==> src/rtl/fpgahawk_disk_pkg.sv <==
// Shared types and defaults for the disk-side blocks (sector tracking, write-back).
package fpgahawk_disk_pkg;

    typedef enum logic [1:0] {
        FL_IDLE,
        FL_SCAN,
        FL_OFFER
    } flush_state_t;

    localparam int unsigned DEFAULT_NUM_SECTORS = 64;

endpackage : fpgahawk_disk_pkg

==> src/rtl/dirty_sector_tracker_rr_find_first.sv <==
// Rotating priority encoder: first set bit of mask at or after ptr, wrapping modulo N.
module rr_find_first #(
    parameter int unsigned N = 64,
    parameter int unsigned W = (N > 1) ? $clog2(N) : 1
) (
    input  logic [N-1:0] mask,
    input  logic [W-1:0] ptr,
    output logic         found,
    output logic [W-1:0] idx
);

    logic [N-1:0] rot;
    logic [W-1:0] off;
    logic [W:0]   sum;

    // Rotate so ptr sits at bit 0, pick the lowest set bit, then map back to an absolute index.
    always_comb begin
        rot   = N'({mask, mask} >> ptr);
        found = 1'b0;
        off   = '0;
        for (int unsigned i = N; i > 0; i--) begin
            if (rot[i-1]) begin
                found = 1'b1;
                off   = W'(i - 1);
            end
        end
        sum = {1'b0, ptr} + {1'b0, off};
        if (sum >= (W+1)'(N)) begin
            sum = sum - (W+1)'(N);
        end
        idx = sum[W-1:0];
    end

endmodule : rr_find_first

==> src/rtl/dirty_sector_tracker.sv <==
// Dirty-sector bitmap with popcount and a round-robin write-back scanner.
module dirty_sector_tracker
    import fpgahawk_disk_pkg::*;
#(
    parameter int unsigned NUM_SECTORS = DEFAULT_NUM_SECTORS,
    parameter int unsigned SADDR_W     = $clog2(NUM_SECTORS),
    parameter int unsigned CNT_W       = $clog2(NUM_SECTORS + 1)
) (
    input  logic                   clk,
    input  logic                   reset,
    input  logic                   en,
    input  logic [SADDR_W-1:0]     saddr,
    input  logic                   d,
    input  logic                   flush_req,
    input  logic                   wb_ready,
    output logic                   wb_valid,
    output logic [SADDR_W-1:0]     wb_sector,
    output logic                   flush_busy,
    output logic                   flush_done,
    output logic [NUM_SECTORS-1:0] dirty_sectors,
    output logic [CNT_W-1:0]       dirty_count,
    output logic                   all_clean
);

    flush_state_t           state_q;
    logic [NUM_SECTORS-1:0] bitmap_q, bitmap_d;
    logic [CNT_W-1:0]       count_q, count_d;
    logic [SADDR_W-1:0]     ptr_q;
    logic [SADDR_W-1:0]     wb_sector_q;
    logic                   wb_valid_q;
    logic                   flush_done_q;

    logic                   accept;
    logic                   wr_ok;
    logic                   hit_found;
    logic [SADDR_W-1:0]     hit_idx;

    assign accept = (state_q == FL_OFFER) && wb_ready;
    assign wr_ok  = en && ({1'b0, saddr} < (SADDR_W+1)'(NUM_SECTORS));

    rr_find_first #(
        .N (NUM_SECTORS),
        .W (SADDR_W)
    ) u_find (
        .mask  (bitmap_q),
        .ptr   (ptr_q),
        .found (hit_found),
        .idx   (hit_idx)
    );

    // Next bitmap: accept clears the offered bit, then the write port overrides (write wins).
    always_comb begin
        bitmap_d = bitmap_q;
        if (accept) begin
            bitmap_d[wb_sector_q] = 1'b0;
        end
        if (wr_ok) begin
            bitmap_d[saddr] = d;
        end
        count_d = '0;
        for (int unsigned i = 0; i < NUM_SECTORS; i++) begin
            count_d = count_d + CNT_W'(bitmap_d[i]);
        end
    end

    // Bitmap and its popcount register, updated together so the count never lags.
    always_ff @(posedge clk) begin
        if (reset) begin
            bitmap_q <= '0;
            count_q  <= '0;
        end else begin
            bitmap_q <= bitmap_d;
            count_q  <= count_d;
        end
    end

    // Flush FSM: scan for the next dirty sector, hold the offer until accepted, repeat until clean.
    always_ff @(posedge clk) begin
        if (reset) begin
            state_q      <= FL_IDLE;
            ptr_q        <= '0;
            wb_sector_q  <= '0;
            wb_valid_q   <= 1'b0;
            flush_done_q <= 1'b0;
        end else begin
            flush_done_q <= 1'b0;
            case (state_q)
                FL_IDLE: begin
                    if (flush_req) begin
                        state_q <= FL_SCAN;
                    end
                end
                FL_SCAN: begin
                    if (hit_found) begin
                        wb_sector_q <= hit_idx;
                        wb_valid_q  <= 1'b1;
                        state_q     <= FL_OFFER;
                    end else begin
                        flush_done_q <= 1'b1;
                        state_q      <= FL_IDLE;
                    end
                end
                FL_OFFER: begin
                    if (wb_ready) begin
                        wb_valid_q <= 1'b0;
                        ptr_q      <= (wb_sector_q == SADDR_W'(NUM_SECTORS - 1)) ?
                                      '0 : wb_sector_q + 1'b1;
                        state_q    <= FL_SCAN;
                    end
                end
                default: begin
                    state_q <= FL_IDLE;
                end
            endcase
        end
    end

    assign wb_valid      = wb_valid_q;
    assign wb_sector     = wb_sector_q;
    assign flush_busy    = (state_q != FL_IDLE);
    assign flush_done    = flush_done_q;
    assign dirty_sectors = bitmap_q;
    assign dirty_count   = count_q;
    assign all_clean     = (bitmap_q == '0);

endmodule : dirty_sector_tracker

==> config.mk <==
export PLATFORM = sky130hd
export DESIGN_NAME = dirty_sector_tracker
export DESIGN_NICKNAME = d
export VERILOG_FILES = /design/src/rtl/fpgahawk_disk_pkg.sv /design/src/rtl/dirty_sector_tracker_rr_find_first.sv /design/src/rtl/dirty_sector_tracker.sv
export SDC_FILE = /design/constraint.sdc
export NUM_CORES = 1
export LEC_CHECK = 0
export ABC_CLOCK_PERIOD_IN_PS = 19700
export BUFFER_PORTS_ARGS = -buffer_cell sky130_fd_sc_hd__buf_2
export CAP_MARGIN = 5
export CORE_ASPECT_RATIO = 0.6
export CORE_UTILIZATION = 30
export CTS_BUF_LIST = sky130_fd_sc_hd__clkbuf_8 sky130_fd_sc_hd__clkbuf_16
export DETAILED_ROUTE_END_ITERATION = 12
export PLACE_DENSITY = 0.48
export SLEW_MARGIN = 30
export SYNTH_ARGS = -nofsm -noshare
export SYNTH_HDL_FRONTEND = slang
export SYNTH_SLANG_ARGS = --single-unit
==> constraint.sdc <==
create_clock -name clk -period 19.7 [get_ports clk]
set_clock_uncertainty 0.1 [all_clocks]
set_input_delay 1.97 -clock clk [delete_from_list [all_inputs] [get_ports clk]]
set_output_delay 1.97 -clock clk [all_outputs]
set_load 0.05 [all_outputs]
# [Yosys cells after proc, flatten, opt, wreduce, memory -nomap -nowiden]
# Cells that the tools add are included.
[word_totals] register_bits=87 input_bits=12 out_inout_bits=81 word_cells=245
[classes] add_sub_neg=66 n_lt_le_gt_ge=5 n_eq_ne=6 shifts=1 muxes=145 n_bitwise=3 n_reduce_logical=12
[op_table] operator="adder 7 x 1 -> 7 bit" count=57
[op_table] operator="two-way mux 6 bit" count=66
[op_table] operator="two-way mux 64 bit" count=2
[op_table] operator="right shift 128 x 6 -> 64 bit" count=1
[op_table] operator="two-way mux 1 bit" count=69
[op_table] operator="bitwise AND 64 bit" count=1
[op_table] operator="bitwise mux 64 bit" count=1
[op_table] operator="logical NOT 64 bit" count=1
[op_table] operator="NOT 64 bit" count=1
[op_table] operator="< comparator 6 x 7 -> 1 bit (second input constant)" count=2
[op_table] operator="demux 1 bit (select 6 bit)" count=2
[op_table] operator=">= comparator 6 x 1 -> 1 bit (second input constant)" count=2
[op_table] operator="adder 6 x 1 -> 7 bit" count=1
[op_table] operator="adder 6 x 6 -> 7 bit" count=1
[op_table] operator=">= comparator 7 bit (second input constant)" count=1
[op_table] operator="adder 5 x 1 -> 6 bit" count=1
[op_table] operator="adder 6 x 1 -> 6 bit (second input constant)" count=1
[op_table] operator="equality test 6 bit (second input constant)" count=1
[op_table] operator="two-way mux 2 bit" count=3
[op_table] operator="!= test 2 bit (second input constant)" count=3
[op_table] operator="case mux 2 bit (3 select lines)" count=1
[op_table] operator="AND reduction 2 bit" count=3
[op_table] operator="subtractor 6 x 1 -> 6 bit (second input constant)" count=1
[op_table] operator="adder 4 x 1 -> 5 bit" count=1
[op_table] operator="12 further kinds" count=15

# [Logic depth before layout (Yosys ltp)]
[logic_depth] word_depth=72 ltp_mapped=28 depth_no_buf=27

# [By module]
# From an unflattened synthesis, not the netlist that was laid out.
[unflattened] cells_unflattened=1692 hier_area_um2=16106.7
[modules_own_cells] mod="rr_find_first" instances=1 cells_each=854 area_per_inst_um2=8737.1 seq_area_each_um2=0.0
[modules_own_cells] mod="dirty_sector_tracker" instances=1 cells_each=838 area_per_inst_um2=7369.6 seq_area_each_um2=1741.7

# [Worst setup path after synthesis]
# No wires, ideal clock.
[synth_path] kind="input -> register" from="in saddr[1]" to="reg count_q[5], in the netlist dirty_count[5]" setup_ps=128 arrival_ps=8285 path_slack_ps=11187 path_stages=22 cell_sequence="clkbuf_1 > nor3b_1 > nand3_1 > o21a_1 > fa_1 > inv_1 > fa_1 > fa_1 > fa_1 > inv_1 > fa_1 > inv_1 > fa_1 > fa_1 > fa_1 > ha_1 > a21o_1 > a21o_1 > a21o_1 > a21oi_1 > xor2_1 > nor2_1"
[synth_between] elab_chain_cells=69 elab_cells_between_ends=70
[synth_lines] item="from (decl)" line_no="dirty_sector_tracker.sv:12" text="input logic [SADDR_W-1:0] saddr,"
[synth_lines] item="< comparator 6 x 7 -> 1 bit (not written as such) / >= comparator 6 x 1 -> 1 bit (equally long branches)" line_no="dirty_sector_tracker.sv:58" text="bitmap_d[saddr] = d;"
[synth_lines] item="logical AND 1 bit (not written as such)" line_no="dirty_sector_tracker.sv:58"
[synth_lines] item="two-way mux 1 bit (not written as such)" line_no="dirty_sector_tracker.sv:58"
[synth_lines] item="demux 1 bit (select 6 bit) (*)" line_no="dirty_sector_tracker.sv:58"
[synth_lines] item="bitwise mux 64 bit (*)" line_no="dirty_sector_tracker.sv:58"
[synth_lines] item="two-way mux 64 bit (*)" line_no="dirty_sector_tracker.sv:57" text="if (wr_ok) begin"
[synth_lines] item="adder 1 x 1 -> 2 bit" line_no="dirty_sector_tracker.sv:62" text="count_d = count_d + CNT_W'(bitmap_d[i]);"
[synth_lines] item="adder 2 x 1 -> 3 bit" line_no="dirty_sector_tracker.sv:62"
[synth_lines] item="adder 3 x 1 -> 4 bit" line_no="dirty_sector_tracker.sv:62"
[synth_lines] item="adder 4 x 1 -> 5 bit" line_no="dirty_sector_tracker.sv:62"
[synth_lines] item="adder 5 x 1 -> 6 bit" line_no="dirty_sector_tracker.sv:62"
[synth_lines] item="adder 6 x 1 -> 7 bit" line_no="dirty_sector_tracker.sv:62"
[synth_lines] item="adder 7 x 1 -> 7 bit (56 in a row)" line_no="dirty_sector_tracker.sv:62"
[synth_lines] item="adder 7 x 1 -> 7 bit (*)" line_no="dirty_sector_tracker.sv:62"
[synth_lines] item="to (signal assigned)" line_no="dirty_sector_tracker.sv:73" text="count_q <= count_d;"
[synth_lines] item="to (decl)" line_no="dirty_sector_tracker.sv:27" text="logic [CNT_W-1:0] count_q, count_d;"
# Mark *: on every way between the ends. The rest lies on a longest branch, timed or not.
# A chain may end at the register's enable or synchronous reset.

# [Worst setup path after layout]
[layout_path] from="in saddr[3]" to="reg count_q[6], in the netlist dirty_count[6]"
[layout_between] elab_cells_between_ends=70
[layout_lines] item="< comparator 6 x 7 -> 1 bit (not written as such) / >= comparator 6 x 1 -> 1 bit (equally long branches)" line_no="dirty_sector_tracker.sv:58"
[layout_lines] item="logical AND 1 bit (not written as such)" line_no="dirty_sector_tracker.sv:58"
[layout_lines] item="two-way mux 1 bit (not written as such)" line_no="dirty_sector_tracker.sv:58"
[layout_lines] item="demux 1 bit (select 6 bit) (*)" line_no="dirty_sector_tracker.sv:58"
[layout_lines] item="bitwise mux 64 bit (*)" line_no="dirty_sector_tracker.sv:58"
[layout_lines] item="two-way mux 64 bit (*)" line_no="dirty_sector_tracker.sv:57"
[layout_lines] item="via bitmap_d[9]" line_no="dirty_sector_tracker.sv:26" text="logic [NUM_SECTORS-1:0] bitmap_q, bitmap_d;"
[layout_lines] item="adder 7 x 1 -> 7 bit (*) (55 in a row)" line_no="dirty_sector_tracker.sv:62"
# Mark *: on every way through the listed nets, which the timed path passes. The rest lies on a longest branch.

==> impl_metrics.json <==
{
  "slew_viol_final": 0,
  "drive_above_1_share_pct": 22.7,
  "finalHoldViolCount": 0,
  "wl_um": 76000,
  "antenna_found_initial": 5,
  "fin_crit_sh_pct": 46.2,
  "synth_seq_cells": 87,
  "clk_pin_slew_ns": 0.08,
  "finalInstanceArea_um2": 15400,
  "async_flop_share_pct": 0,
  "worstSetupPathType": "input pin to register",
  "vias_per_cell": 6.69,
  "setup_viol": 0,
  "fin_crit_ns": 9.10,
  "synth_top_area_share_pct": 17.3,
  "syn_inst": 1606,
  "htreeDepth": 3,
  "crit_path_start_kind": "input pin",
  "layout.nets": 1684,
  "grt_pass1_wl_um": 105000,
  "numCtsBuffers": 9,
  "numPortBuffers": 92,
  "critPathMaxFanout": 9,
  "synth_top_cell_by_area": "mux4_2",
  "multi_input_area_um2": 11500,
  "post_synth_num_cell_types": 90,
  "wire_per_inst_um": 34.1,
  "vias": 14900,
  "ir_drop_v": 0.0000354,
  "synth_most_common_cell": "mux2i_1",
  "start_util_pct": 30.6,
  "synth_area_um2": 14200,
  "rsz0062_at_grt": "false",
  "postSynthAreaPerCell_um2": 8.84,
  "holdBufCountCts": 0,
  "min_path_type": "register to register",
  "route.met3.wl_um": 12900,
  "gp_congestion": 1.10,
  "met2_length_um": 25900,
  "ys_top_cells_by_area": "mux4_2 (17%), dfxtp_1 (12%), mux2i_1 (12%)",
  "required_ns": 19.92,
  "utilization_pct": 33.1,
  "grt_max_degree": 62,
  "syn-num-nets": 1694,
  "n_fill_cell": 4845,
  "drc_errors": 0,
  "die-area_um2": 48200,
  "grt_pass1_vias": 13300,
  "cts_resized": 0,
  "cts_max_path_buffers": 2,
  "timing.critical_path.to_type": "register",
  "met1Wirelength_um": 36200,
  "arrival_ns": 9.32,
  "cts_tree": "done",
  "yosysWarnings": 0,
  "drtIter0Drc": 2267,
  "fmax_mhz": 110,
  "die_h_um": 171,
  "grt_use_total_pct": 30.9,
  "regArea_um2": 1760,
  "gr-total-overflow": 0,
  "dr.pass1.iters": 6,
  "synthFlopType": "dfxtp_1",
  "core_um2": 46500,
  "outcome": "complete, no violations",
  "area_growth_pct": 8.42,
  "row_count": 61,
  "hpwl_um": 59300,
  "clock-sinks": 87,
  "cts_root_buf": "clkbuf_16",
  "final_antenna_net_count": 0,
  "finalSetupTns_ns": 0,
  "powerDensity_nw_per_um2": 31.7,
  "p_leak_nw": 5.95,
  "drv_cap": 0,
  "post-cts-setup-buffers": 0,
  "highest_layer": "met5",
  "clock_latency_ns": 0.38,
  "worstMarginPinSlew_ns": 1.07,
  "placed_area_um2": 15100,
  "synth_edf_count": 0,
  "slew_headroom_pct": 26.9,
  "seq_area_frac_synth_pct": 12.3,
  "pin_count": 93,
  "yosys-top-cells-count": "mux2i_1 (170), nor2_1 (118), nand2_1 (111)",
  "die_w_um": 283
}
-- final cells by class --
cell class	count	area share [%]
repair buffers	132	4.94
diodes	1	0.0162
multi-input cells	1299	75.0
well taps	630	5.12
flip-flops and latches	87	11.4
clock inverters	7	0.463
clock buffers	9	1.46
inverters	67	1.63
-- registers in the layout (all words and copies together), names as in the netlist --
name           count
dirty_count        7
state_q            2
wb_sector          6
flush_done         1
dirty_sectors     64
ptr_q              6
wb_valid           1
-- final timing paths --
path	startpoint	endpoint	slack, ns	depth (start not counted)
max	saddr[3]	dirty_count[6]$_SDFF_PP0_	10.60	24
min	ptr_q[3]$_SDFFE_PP0P_	ptr_q[3]$_SDFFE_PP0P_	0.39	2
max reg2reg	ptr_q[2]$_SDFFE_PP0P_	wb_sector[5]$_SDFFE_PP0P_	11.65	18
min reg2reg	ptr_q[3]$_SDFFE_PP0P_	ptr_q[3]$_SDFFE_PP0P_	0.39	2
-- report_power, final --
part           internal, mW  total, mW  switching (mW)
clock                0.0897      0.179          0.0896
sequential            0.178      0.184         0.00629
combinational        0.0410      0.125          0.0843
total                 0.308      0.489           0.180
-- kinds of logic after synthesis --
kind of cell	after synthesis	share of synthesized area, %
and+or+nand+nor	473	16.9
AOI/OAI and AO/OA	392	18.9
muxes	348	35.1
buffers and inverters	220	6.63
DFF	87	12.3
adders and majority gates	76	9.60
xor gates and xnor gates	10	0.617
-- layer usage --
layer	track usage, %	up-vias
li1	-	6105
met4	3.83	6
met1	49.7	7534
met5	0	-
met2	35.9	1187
met3	13.9	95
-- metrics by stage --
step / power, mW / setup slack [ns] / hold slack [ns] / instances
4_1_cts: 0.488 / 10.72 / 0.391 / 2230
3_5_place_dp: 0.309 / 10.34 / 0.372 / 2214
5_1_grt: 0.505 / 10.34 / 0.432 / 2231
2_1_floorplan: 0.266 / 11.19 / 0.363 / 1606
3_3_place_gp: 0.309 / 10.29 / 0.370 / 2214
6_report: 0.489 / 10.60 / 0.387 / 2232
-- critical path, stage by stage --
cell,delay [ns]
buf_2,0.14
nor3b_1,0.60
and2_1,0.54
nand2_1,0.13
mux2i_1,0.55
fa_1,0.51
inv_1,0.08
fa_1,0.42
fa_1,0.51
inv_1,0.06
fa_1,0.51
fa_1,0.52
fa_1,0.57
fa_1,0.44
fa_1,0.52
ha_1,0.17
inv_1,0.06
fa_1,0.37
nor2b_1,0.16
o21ai_0,0.09
nand2b_1,0.11
a21o_1,0.13
a21oi_1,0.06
nor2_1,0.07
-- placed cells by master, fill, tap and decap left out, types with 9 or more instances in the layout --
| cell | count |
|---|---|
| o21ai_0 | 84 |
| mux4_2 | 109 |
| o221ai_1 | 12 |
| nand4_1 | 10 |
| nor3_1 | 32 |
| buf_2 | 92 |
| clkbuf_16 | 9 |
| o22ai_1 | 53 |
| ha_1 | 21 |
| nor2b_1 | 55 |
| nor4_1 | 20 |
| mux2_2 | 59 |
| a21o_1 | 15 |
| or3_1 | 15 |
| nand3_1 | 28 |
| a211oi_1 | 15 |
| nor2_1 | 118 |
| nand2_1 | 111 |
| buf_4 | 40 |
| a31oi_1 | 28 |
| o211ai_1 | 19 |
| a21oi_1 | 57 |
| mux2i_1 | 170 |
| inv_1 | 61 |
| dfxtp_1 | 81 |
| fa_1 | 55 |
| a22oi_1 | 10 |
| nand2b_1 | 15 |
| and2_1 | 13 |
Note: power is estimated with default switching activity, not from simulation.
